<file path="config.mk">
export PLATFORM = sky130hd
export DESIGN_NAME = sram_port_arbiter
export DESIGN_NICKNAME = d
export VERILOG_FILES = /design/src/rtl/sram_port_arbiter.sv
export SDC_FILE = /design/constraint.sdc
export NUM_CORES = 1
export LEC_CHECK = 0
export CAP_MARGIN = 15
export CORE_MARGIN = 2
export CORE_UTILIZATION = 63
export DETAILED_ROUTE_END_ITERATION = 6
export DONT_BUFFER_PORTS = 1
export HOLD_SLACK_MARGIN = 0.02
export MAX_ROUTING_LAYER = met4
export PLACE_DENSITY = 0.79
export SYNTH_ARGS = -nofsm -noshare
export SYNTH_HDL_FRONTEND = slang
export SYNTH_SLANG_ARGS = --single-unit
</file>
<file path="constraint.sdc">
create_clock -name IwClk -period 1.8 [get_ports IwClk]
set_input_delay 0.18 -clock IwClk [delete_from_list [all_inputs] [get_ports IwClk]]
set_output_delay 0.18 -clock IwClk [all_outputs]
set_load 0.05 [all_outputs]
</file>
<file path="src/rtl/sram_port_arbiter.sv">
// sram_port_arbiter
// Shares one SRAM controller between two requesters. Port A (GBA bus
// emulation) has priority; port B (Pi host loader/debug) is forced through
// after STARVE_LIMIT consecutive A grants while it waits.
//
// The controller runs a free-running SLOT_CYCLES-long read/write round whose
// phase is unknown to us. We therefore present one access per window and hold
// it stable for the whole window, so the controller samples it exactly once.
//
// Ports:
//   IwClk, IwRstn                 clock, asynchronous active-low reset
//   IwReq*/IwWe*/IbAddr*/IbWData* per-port request (A and B)
//   OwAck*                        one-cycle accept pulse (cnt==0 cycle)
//   OwRValid*/ObRData*            one-cycle read-data pulse, data held
//   ObSram*/OwSramWrite           fields presented to the SRAM controller
//   IbSramRData                   controller read data
//
// Handshake: a requester raises IwReq* with its fields and holds them until
// it sees OwAck*. The arbiter looks at requests only on the load edge (the
// edge ending the last cycle of a window); OwAck* is high for the cnt==0
// cycle that follows. After the ack the requester may drop or change its
// request; it is next looked at on the following load edge. A request that
// is withdrawn before a load edge is simply never granted.
module sram_port_arbiter #(
  parameter int unsigned ADDR_W       = 17,
  parameter int unsigned DATA_W       = 16,
  parameter int unsigned SLOT_CYCLES  = 5,
  parameter int unsigned STARVE_LIMIT = 4
) (
  input  logic              IwClk,
  input  logic              IwRstn,
  input  logic              IwReqA,
  input  logic              IwWeA,
  input  logic [ADDR_W-1:0] IbAddrA,
  input  logic [DATA_W-1:0] IbWDataA,
  output logic              OwAckA,
  output logic              OwRValidA,
  output logic [DATA_W-1:0] ObRDataA,
  input  logic              IwReqB,
  input  logic              IwWeB,
  input  logic [ADDR_W-1:0] IbAddrB,
  input  logic [DATA_W-1:0] IbWDataB,
  output logic              OwAckB,
  output logic              OwRValidB,
  output logic [DATA_W-1:0] ObRDataB,
  output logic [ADDR_W-1:0] ObSramReadAddress,
  output logic [ADDR_W-1:0] ObSramWriteAddress,
  output logic [DATA_W-1:0] ObSramWData,
  output logic              OwSramWrite,
  input  logic [DATA_W-1:0] IbSramRData
);

  localparam int unsigned CNT_W = (SLOT_CYCLES > 1) ? $clog2(SLOT_CYCLES) : 1;
  localparam int unsigned STV_W = $clog2(STARVE_LIMIT + 1);
  localparam logic [CNT_W-1:0] CNT_LAST = CNT_W'(SLOT_CYCLES - 1);
  // Read data is captured at the edge ending cnt==2 of the window after the
  // access window: late enough for the controller's data at any phase, and
  // early enough that the next access has not replaced it yet.
  localparam logic [CNT_W-1:0] CNT_CAPT = CNT_W'(2);
  localparam logic [STV_W-1:0] STV_MAX  = STV_W'(STARVE_LIMIT);

  // Tag of the access occupying a window; rd==0 means "no read" (idle or write).
  typedef struct packed {
    logic rd;
    logic port;   // 0 = A, 1 = B
  } tag_t;

  logic [CNT_W-1:0]  cnt_q, cnt_d;
  logic [STV_W-1:0]  starve_q, starve_d;
  tag_t              cur_tag_q, cur_tag_d;
  tag_t              prev_tag_q, prev_tag_d;
  logic              ack_a_q, ack_a_d;
  logic              ack_b_q, ack_b_d;
  logic              rvalid_a_q, rvalid_a_d;
  logic              rvalid_b_q, rvalid_b_d;
  logic [DATA_W-1:0] rdata_a_q, rdata_a_d;
  logic [DATA_W-1:0] rdata_b_q, rdata_b_d;
  logic [ADDR_W-1:0] sram_raddr_q, sram_raddr_d;
  logic [ADDR_W-1:0] sram_waddr_q, sram_waddr_d;
  logic [DATA_W-1:0] sram_wdata_q, sram_wdata_d;
  logic              sram_we_q, sram_we_d;

  logic              load_edge;
  logic              capt_edge;
  logic              force_b;
  logic              grant_a;
  logic              grant_b;
  logic              win_we;
  logic [ADDR_W-1:0] win_addr;
  logic [DATA_W-1:0] win_wdata;

  always_comb begin
    cnt_d        = (cnt_q == CNT_LAST) ? '0 : cnt_q + 1'b1;
    load_edge    = (cnt_q == CNT_LAST);
    capt_edge    = (cnt_q == CNT_CAPT);

    force_b      = IwReqB && (starve_q == STV_MAX);
    grant_a      = IwReqA && !force_b;
    grant_b      = IwReqB && !grant_a;
    win_we       = grant_a ? IwWeA    : IwWeB;
    win_addr     = grant_a ? IbAddrA  : IbAddrB;
    win_wdata    = grant_a ? IbWDataA : IbWDataB;

    starve_d     = starve_q;
    cur_tag_d    = cur_tag_q;
    prev_tag_d   = prev_tag_q;
    ack_a_d      = 1'b0;
    ack_b_d      = 1'b0;
    rvalid_a_d   = 1'b0;
    rvalid_b_d   = 1'b0;
    rdata_a_d    = rdata_a_q;
    rdata_b_d    = rdata_b_q;
    sram_raddr_d = sram_raddr_q;
    sram_waddr_d = sram_waddr_q;
    sram_wdata_d = sram_wdata_q;
    sram_we_d    = sram_we_q;

    if (load_edge) begin
      prev_tag_d = cur_tag_q;
      cur_tag_d  = '0;
      sram_we_d  = 1'b0;
      if (grant_a || grant_b) begin
        ack_a_d   = grant_a;
        ack_b_d   = grant_b;
        cur_tag_d = '{rd: !win_we, port: grant_b};
        if (win_we) begin
          sram_waddr_d = win_addr;
          sram_wdata_d = win_wdata;
          sram_we_d    = 1'b1;
        end else begin
          sram_raddr_d = win_addr;
        end
      end
      // Starvation count: consecutive A wins while B is waiting.
      if (!IwReqB || grant_b) begin
        starve_d = '0;
      end else if (grant_a && (starve_q != STV_MAX)) begin
        starve_d = starve_q + 1'b1;
      end
    end

    if (capt_edge && prev_tag_q.rd) begin
      if (prev_tag_q.port) begin
        rdata_b_d  = IbSramRData;
        rvalid_b_d = 1'b1;
      end else begin
        rdata_a_d  = IbSramRData;
        rvalid_a_d = 1'b1;
      end
    end
  end

  always_ff @(posedge IwClk or negedge IwRstn) begin
    if (!IwRstn) begin
      cnt_q        <= '0;
      starve_q     <= '0;
      cur_tag_q    <= '0;
      prev_tag_q   <= '0;
      ack_a_q      <= 1'b0;
      ack_b_q      <= 1'b0;
      rvalid_a_q   <= 1'b0;
      rvalid_b_q   <= 1'b0;
      rdata_a_q    <= '0;
      rdata_b_q    <= '0;
      sram_raddr_q <= '0;
      sram_waddr_q <= '0;
      sram_wdata_q <= '0;
      sram_we_q    <= 1'b0;
    end else begin
      cnt_q        <= cnt_d;
      starve_q     <= starve_d;
      cur_tag_q    <= cur_tag_d;
      prev_tag_q   <= prev_tag_d;
      ack_a_q      <= ack_a_d;
      ack_b_q      <= ack_b_d;
      rvalid_a_q   <= rvalid_a_d;
      rvalid_b_q   <= rvalid_b_d;
      rdata_a_q    <= rdata_a_d;
      rdata_b_q    <= rdata_b_d;
      sram_raddr_q <= sram_raddr_d;
      sram_waddr_q <= sram_waddr_d;
      sram_wdata_q <= sram_wdata_d;
      sram_we_q    <= sram_we_d;
    end
  end

  assign OwAckA             = ack_a_q;
  assign OwAckB             = ack_b_q;
  assign OwRValidA          = rvalid_a_q;
  assign OwRValidB          = rvalid_b_q;
  assign ObRDataA           = rdata_a_q;
  assign ObRDataB           = rdata_b_q;
  assign ObSramReadAddress  = sram_raddr_q;
  assign ObSramWriteAddress = sram_waddr_q;
  assign ObSramWData        = sram_wdata_q;
  assign OwSramWrite        = sram_we_q;

endmodule

</file>
==> impl_metrics.toml, run 1 <==
[sta]
rsz0062_at_grt = "true"
min_period_over_period_pct = 94.24
tightest_slew_ns = 0.5145
slew_headroom_pct = 65.70
skew_ns = 0.01895
hold_viol = 97
fmax_mhz = 589.5
period_minus_slack_ns = 1.696
drv_slew = 0
setup_ws_ns = 0.1037
holdWs_ns = -0.5129
setup_viol = 0

[global_routing]
antenna_found_initial = 0
use_met3_pct = 7.130
track_usage_pct = 28.95
met1_usage_pct = 36.48
first_global_vias = 3485
grt_overflow = 0
grt_most_used_layer = "met2"
gr-usage-met2_pct = 45.19
grt_pass1_wl_mm = 17.27
grt_start_max_net_pins = 98

[synth]
yosysSeqAreaShare_pct = 52.49
syn_inst = 420
syn_area_per_cell_sq_um = 11.01
synth_top_area_share_pct = 52.49
synth_edf_count = 0
synth_cell_types = 32
async_reset_ff_share_pct = 100.0
synth_warnings = 0
synthTopCellsByArea = "dfrtp_1 52%, a311oi_1 9.3%, mux2_2 8.5%"
syn_area_sq_um = 4624
dominantRegCellSynth = "dfrtp_1"
synth_area_leader_cell = "dfrtp_1"
ys_seq_elements = 97
syn_nets = 513

[clock_network]
cts_hold_buf = 18
cts.sinks = 97
clock_latency_ns = 0.37
cts_buffer_depth = 2
path_clk_slew_ns = 0.10
cts-root-buf = "clkbuf_8"
htree_levels = 3
cts_tree = "done"
numCtsBuffers = 9
cts_setup_buffers = 0

[outcome]
status = "finished, violations left"
violations = "hold timing"

[power_and_ir_drop]
switchingPower_mw = 2.356
p_per_area_nw_per_um2 = 1094
power.share.clock_pct = 23.0
p_comb_share_pct = 13.4
swShare_pct = 41.29
vdd.ir_drop.worst_mv = 0.9049
p_int_mw = 3.350
p_leak_nw = 2.285
p_seq_share_pct = 63.6

[final_layout]
final_cells = 540
area_delta_synth_final_pct = 12.77
final_cell_mix = "97 x dfrtp_1, 56 x inv_1, 50 x nor4_1, 50 x nor3_1, 45 x a311oi_1"
final_common_cell = "dfrtp_1"
num-nets-final = 529
antenna_cells = 0
fill_cells = 498
stdcell_area_sq_um = 5215
drive_above_1_share_pct = 22.00
utilization_pct = 72.68

[worst_setup_path]
slowest_stage = "dfrtp_1"
cp-end-kind = "register"
start_kind = "register"
r2r_cells = 6
criticalPathCategory = "register to register"
cp_data_arrival_time_ns = 1.96
slowest_delay_ns = 0.40
worstPathMaxFanout = 31
r2r-start = "cnt_q[0]"
r2r-end = "ObSramWData[15]"
reg2reg_slack_ns = 0.10
path_cells = "inv_1 > ha_4 > and3_2 > nand3_4 > buf_12 > a311oi_1"
cp.required_ns = 2.06

[detailed_routing]
avgRoutedWirePerCell_um = 21.51
first_pass_iters = 7
ant_nets = 0
via_per_inst = 6.644
drcViolationCount = 0
drt-initial-drc-count = 308
routed_wl_mm = 11.62
via_count = 3588

[worst_hold_path]
hp-class = "input port to asynchronous set/reset pin"

[placed_design]
dp_hpwl_mm = 7.367
placed_area_sq_um = 4778
io_buffers = 0
place_ws_ns = -0.06867
gp_congestion = 0.8570
place_inst = 505

[die]
io_pins = 175
start_util_pct = 64.45
die_area_sq_um = 8042
die_x_um = 89.68
num_rows = 31
coreArea_sq_um = 7176
die_h_um = 89.68

[flow_run]
cap_violations = 0
-- worst max-delay path by stage --
| stage | from | end | slack [ns] |
|---|---|---|---|
| 6_report | cnt_q[0] | ObSramWData[15] | 0.10 |
| 2_1_floorplan | cnt_q[0] | ObSramReadAddress[10] | 0.12 |
| 5_1_grt | cnt_q[0] | ObSramWriteAddress[5] | 0.0004 |
| 3_3_place_gp | cnt_q[0] | ObSramWriteAddress[12] | 0.05 |
| 4_1_cts | cnt_q[0] | ObSramWriteAddress[13] | -0.01 |
| 3_5_place_dp | cnt_q[0] | ObSramWData[13] | -0.07 |
-- registers in the layout, indices dropped and copies added (netlist names), 2 cells and up --
signal and flops:
ObRDataA 16, ObRDataB 16, ObSramReadAddress 17, ObSramWData 16, ObSramWriteAddress 17, cnt_q 3
cur_tag_q 2, prev_tag_q 2, starve_q 3
-- final cells by class --
| cell class | instances | area [sq um] | share of cell area [%] |
|---|---|---|---|
| well taps | 99 | 123.9 | 2.375 |
| inverters | 57 | 214.0 | 4.103 |
| flip-flops and latches | 97 | 2427 | 46.55 |
| clock inverters | 5 | 38.79 | 0.7438 |
| repair buffers | 44 | 450.4 | 8.637 |
| clock buffers | 11 | 141.4 | 2.711 |
| multi-input cells | 227 | 1819 | 34.88 |
-- per-stage QoR --
step | power [mW] | TNS [ns]
2_1_floorplan | 4.166 | 0
3_3_place_gp | 4.335 | 0
3_5_place_dp | 4.377 | -1.003
4_1_cts | 5.711 | -0.01099
5_1_grt | 5.930 | 0
6_report | 5.705 | 0
-- cell families after synthesis --
family,synth area share [%]
mux,8.523
simple gates,16.69
compound gates,10.82
flops,52.49
buf+inv,10.12
fa+ha+maj,1.353
-- synthesized netlist by cell type, types with 3 or more instances --
cell type   n
a311oi_1   49
buf_2      11
buf_6      11
clkbuf_1   16
dfrtp_1    97
ha_1        5
inv_1      56
mux2_2     35
nand2_1     7
nand3_1     6
nor2_1      3
nor3_1     50
nor4_1     50
-- power by group through the flow --
| stage | combinational (mW) | sequential (mW) | clock (mW) |
|---|---|---|---|
| final | 0.764 | 3.63 | 1.31 |
| after floorplan | 0.451 | 3.71 | 0 |
| after global routing | 0.825 | 3.67 | 1.43 |
| after CTS | 0.737 | 3.63 | 1.34 |
| after detailed placement | 0.700 | 3.68 | 0 |
| after global placement | 0.670 | 3.66 | 0 |
-- worst max-delay path, delay by kind of cell, from the launching register on --
family,cells,cell delay [ns]
flops,1,0.40
simple gates,2,0.36
buf+inv,2,0.32
compound gates,1,0.30
fa+ha+maj,1,0.20
-- metal layers --
layer | up-vias | part of all wire (%) | routed length [um]
met5 | - | 0 | 0
met4 | 0 | 1.5 | 180
met3 | 27 | 10 | 1191
met2 | 244 | 49 | 5705
met1 | 1729 | 39 | 4537
li1 | 1588 | - | -
-- what timing repair did --
action / in CTS / in global routing
cloned: 0 / 1
setup endpoints to repair: 33 / 59
gates resized for setup: 1 / 11
hold endpoints to repair: 133 / 98
Power figures use the tool's default switching activity.
==> run 2: changes to the inputs <==
--- a/config.mk
+++ b/config.mk
@@ -6,13 +6,12 @@
 export NUM_CORES = 1
 export LEC_CHECK = 0
 export CAP_MARGIN = 15
-export CORE_MARGIN = 2
-export CORE_UTILIZATION = 63
+export CORE_UTILIZATION = 68
 export DETAILED_ROUTE_END_ITERATION = 6
 export DONT_BUFFER_PORTS = 1
 export HOLD_SLACK_MARGIN = 0.02
 export MAX_ROUTING_LAYER = met4
-export PLACE_DENSITY = 0.79
+export PLACE_DENSITY = 0.84
 export SYNTH_ARGS = -nofsm -noshare
 export SYNTH_HDL_FRONTEND = slang
 export SYNTH_SLANG_ARGS = --single-unit
==> constraint.sdc (replaced) <==
create_clock -name IwClk -period 2.19 [get_ports IwClk]
set_input_delay 0.219 -clock IwClk [delete_from_list [all_inputs] [get_ports IwClk]]
set_output_delay 0.219 -clock IwClk [all_outputs]
set_load 0.05 [all_outputs]
==> impl_metrics.toml, run 2 (synthesis gave the netlist of run 1 again) <==
[sta]
slew_headroom_pct = 61.30
rsz0062_at_grt = "false"
holdWs_ns = -0.4518
hold_viol = 97
min_period_over_period_pct = 87.94
setup_viol = 0
tns_ns = 0
period_minus_slack_ns = 1.926
skew_ns = 0.01331
fmax_mhz = 519.2
drv_slew = 0
tightest_slew_ns = 0.5784

[power_and_ir_drop]
p_comb_share_pct = 10.1
vdd.ir_drop.worst_mv = 0.6227
p_per_area_nw_per_um2 = 923.3
power.share.clock_pct = 22.4
switchingPower_mw = 1.865
swShare_pct = 40.91
p_seq_share_pct = 67.4
p_leak_nw = 2.170
p_int_mw = 2.693

[global_routing]
antenna_found_initial = 0
grt_start_max_net_pins = 98
grt_overflow = 0
track_usage_pct = 33.12
grt_pass1_wl_mm = 17.92
first_global_vias = 3475

[worst_setup_path]
path_cells = "inv_1 > ha_1 > and3_1 > nand3_2 > a311oi_1"
cp_data_arrival_time_ns = 2.17
criticalPathCategory = "register to register"
worstPathMaxFanout = 18
slowest_stage = "a311oi_1"
critPathTopFamily = "simple AND/OR/NAND/NOR gates"
cp-end-kind = "register"
start_kind = "register"
slowest_delay_ns = 0.46
cp.required_ns = 2.43
crit_buf_inv = 1

[placed_design]
gp_congestion = 0.8198
placed_area_sq_um = 4583
dp_hpwl_mm = 6.953
io_buffers = 0

[die]
die_area_sq_um = 7134
coreArea_sq_um = 6459
die_x_um = 84.47
die_h_um = 84.47
io_pins = 175
num_rows = 29
start_util_pct = 71.60

[final_layout]
final_cell_mix = "97 x dfrtp_1, 56 x inv_1, 50 x nor4_1, 50 x nor3_1, 49 x a311oi_1"
num-nets-final = 515
final_common_cell = "dfrtp_1"
area_delta_synth_final_pct = 6.764
stdcell_area_sq_um = 4937
drive_above_1_share_pct = 16.67
antenna_cells = 0

[clock_network]
cts_resized = 0
htree_levels = 3
clock_latency_ns = 0.35
cts-root-buf = "clkbuf_8"
path_clk_slew_ns = 0.09
cts_tree = "done"
cts.sinks = 97
cts_hold_buf = 17
cts_buffer_depth = 2
cts_setup_buffers = 0
numCtsBuffers = 9

[flow_run]
cap_violations = 0

[detailed_routing]
drt-initial-drc-count = 256
routed_wl_mm = 10.99
drcViolationCount = 15
first_pass_iters = 6
avgRoutedWirePerCell_um = 21.85
via_per_inst = 6.926
via_count = 3484
ant_nets = 0

[outcome]
violations = "DRC, hold timing"
status = "finished, violations left"

[worst_hold_path]
hp-class = "input port to asynchronous set/reset pin"
## run 2: power by group through the flow
| stage | clock [mW] | sequential (mW) | combinational, mW |
|---|---|---|---|
| after floorplan | 0 | 3.05 | 0.370 |
| after CTS | 1.03 | 3.08 | 0.452 |
| after global routing | 1.10 | 3.10 | 0.513 |
| after global placement | 0 | 3.10 | 0.403 |
| final | 1.02 | 3.07 | 0.463 |
| after detailed placement | 0 | 3.11 | 0.426 |
## run 2: final timing paths
| path | from | endpoint | slack, ns | cells past startpoint |
|---|---|---|---|---|
| setup / recovery | cnt_q[0] | ObSramReadAddress[4] | 0.26 | 5 |
| hold / removal | IwRstn | ObSramWData[12] | -0.45 | 0 |
| setup reg to reg | cnt_q[0] | ObSramReadAddress[4] | 0.26 | 5 |
| hold reg to reg | cnt_q[0] | cnt_q[0] | 0.46 | 1 |
| max in group asynchronous | IwRstn | ObSramReadAddress[6] | 2.50 | 0 |
| min in group IwClk | IwReqB | starve_q[2] | 0.06 | 2 |
## run 2: through the flow
step           power (mW)  cells  utilization, %  setup slack, ns
2_1_floorplan       3.424    420               -           0.5065
3_3_place_gp        3.508    469           70.96           0.4049
3_5_place_dp        3.538    469           70.96           0.3246
4_1_cts             4.561    501           76.13           0.3093
5_1_grt             4.710    503           76.44           0.1155
6_report            4.558    503           76.44           0.2641
## run 2: routing by layer
metal,GRT usage [%],part of all wire (%),up-vias
met3,9.046,11,29
met1,44.42,39,1699
li1,-,-,1553
met5,-,0,-
met2,48.66,48,203
met4,12.94,2.4,0
## run 2: layout make-up
| type | instances | area [sq um] |
|---|---|---|
| clock buffers | 13 | 148.9 |
| inverters | 57 | 214.0 |
| well taps | 77 | 96.34 |
| fillers | 470 | 1521 |
| repair buffers | 31 | 292.8 |
| multi-input cells | 226 | 1743 |
| clock inverters | 2 | 15.01 |
| flip-flops and latches | 97 | 2427 |
==> run 3: changes to the inputs <==
--- a/config.mk
+++ b/config.mk
@@ -6,6 +6,7 @@
 export NUM_CORES = 1
 export LEC_CHECK = 0
 export CAP_MARGIN = 15
+export CORE_MARGIN = 10
 export CORE_UTILIZATION = 68
 export DETAILED_ROUTE_END_ITERATION = 6
 export DONT_BUFFER_PORTS = 1
==> impl_metrics.toml, run 3 (synthesis gave the netlist of run 1 again) <==
[outcome]
status = "finished, violations left"
violations = "hold timing"

[placed_design]
gp_congestion = 0.7939
io_buffers = 0
place_inst = 467
dp_hpwl_mm = 8.995
placed_area_sq_um = 4593

[global_routing]
grt_pass1_wl_mm = 19.33
first_global_vias = 3486
grt_start_max_net_pins = 98
grt_overflow = 0
antenna_found_initial = 0
track_usage_pct = 24.39

[die]
die_h_um = 102.5
die_x_um = 102.5
num_rows = 29
die_area_sq_um = 10500
coreArea_sq_um = 6495
start_util_pct = 71.20
io_pins = 175

[power_and_ir_drop]
p_per_area_nw_per_um2 = 933.6
switchingPower_mw = 1.940
vdd.ir_drop.worst_mv = 0.7242
p_leak_nw = 2.169
p_int_mw = 2.673
power.share.clock_pct = 22.8
p_seq_share_pct = 67.1
swShare_pct = 42.06
p_comb_share_pct = 10.1

[final_layout]
num-nets-final = 511
fill_cells = 424
utilization_pct = 76.07
stdcell_area_sq_um = 4941
drive_above_1_share_pct = 17.26
final_cell_mix = "97 x dfrtp_1, 56 x inv_1, 50 x nor4_1, 50 x nor3_1, 49 x a311oi_1"
final_cells = 500
final_common_cell = "dfrtp_1"
area_delta_synth_final_pct = 6.845
multiInputGateArea_sq_um = 1743
seqCellArea_sq_um = 2427
antenna_cells = 0

[detailed_routing]
drt-initial-drc-count = 235
via_per_inst = 6.934
first_pass_iters = 5
via_count = 3467
ant_nets = 0
routed_wl_mm = 12.77
drcViolationCount = 0
avgRoutedWirePerCell_um = 25.54

[worst_setup_path]
reg2reg_slack_ns = 0.16
r2r_cells = 6
critPathCapture = "ObSramWriteAddress[8]"
cp_data_arrival_time_ns = 2.26
criticalPathCategory = "register to register"
worstSetupStartpoint = "cnt_q[0]"
cp-end-kind = "register"
worstPathMaxFanout = 24
cp.required_ns = 2.41
r2r-end = "ObSramWriteAddress[8]"
r2r-start = "cnt_q[0]"
start_kind = "register"

[clock_network]
cts_resized = 0
cts_hold_buf = 17
path_clk_slew_ns = 0.09
cts_buffer_depth = 2
cts_tree = "done"
cts-root-buf = "clkbuf_8"
cts.sinks = 97
numCtsBuffers = 9
htree_levels = 3
clock_latency_ns = 0.36
cts_setup_buffers = 0

[sta]
tightest_slew_ns = 0.6170
setup_viol = 0
fmax_mhz = 491.7
slew_headroom_pct = 58.72
min_period_over_period_pct = 92.87
holdWs_ns = -0.4615
rsz0062_at_grt = "false"
period_minus_slack_ns = 2.034
drv_slew = 0
hold_viol = 97
tns_ns = 0
skew_ns = 0.008811

[flow_run]
cap_violations = 0

[worst_hold_path]
hp-class = "input port to asynchronous set/reset pin"
## run 3: how the worst min path moves through the flow
stage	endpoint	slack (ns)
after global routing	ObSramWriteAddress[0]	-0.48
final	ObSramWriteAddress[3]	-0.46
after CTS	ObSramReadAddress[9]	-0.47
after floorplan	ObRDataA[0]	-0.08
after detailed placement	ObSramWriteAddress[3]	-0.07
after global placement	ObSramWriteAddress[0]	-0.07
## run 3: through the flow
step	power (mW)	worst slack (ns)	hold slack (ns)
final	4.613	0.1561	-0.4615
after global placement	3.539	0.3515	-0.07332
after global routing	4.794	0.06550	-0.4757
after floorplan	3.424	0.5065	-0.07659
after detailed placement	3.578	0.2281	-0.07362
after CTS	4.636	0.1755	-0.4708
## run 3: layout make-up
cell class	count	share of cell area [%]
Sequential cell	97	49.13
Multi-Input combinational cell	226	35.27
Timing Repair Buffer	27	5.723
Inverter	57	4.330
Clock buffer	9	2.507
Tap cell	77	1.950
Clock inverter	7	1.089
## run 3: metal layers
| layer | vias to the layer above | wire (um) | track usage (%) |
|---|---|---|---|
| li1 | 1553 | - | - |
| met5 | - | 0 | - |
| met1 | 1680 | 4427 | 27.71 |
| met4 | 0 | 260 | 9.219 |
| met2 | 209 | 6344 | 38.67 |
| met3 | 25 | 1738 | 8.907 |
## run 3: critical path, cell delays in order (launching register included)
cell,delay (ns)
dfrtp_1,0.41
inv_1,0.09
ha_1,0.30
nand3_2,0.31
buf_4,0.34
nor4_1,0.37
a311oi_1,0.10
## run 3: power by group through the flow
stage	Combinational, mW	Clock, mW	Sequential [mW]
floorplan	0.370	0	3.05
global placement	0.406	0	3.13
detailed placement	0.431	0	3.15
CTS	0.462	1.07	3.11
global route	0.517	1.15	3.13
finish	0.467	1.05	3.10
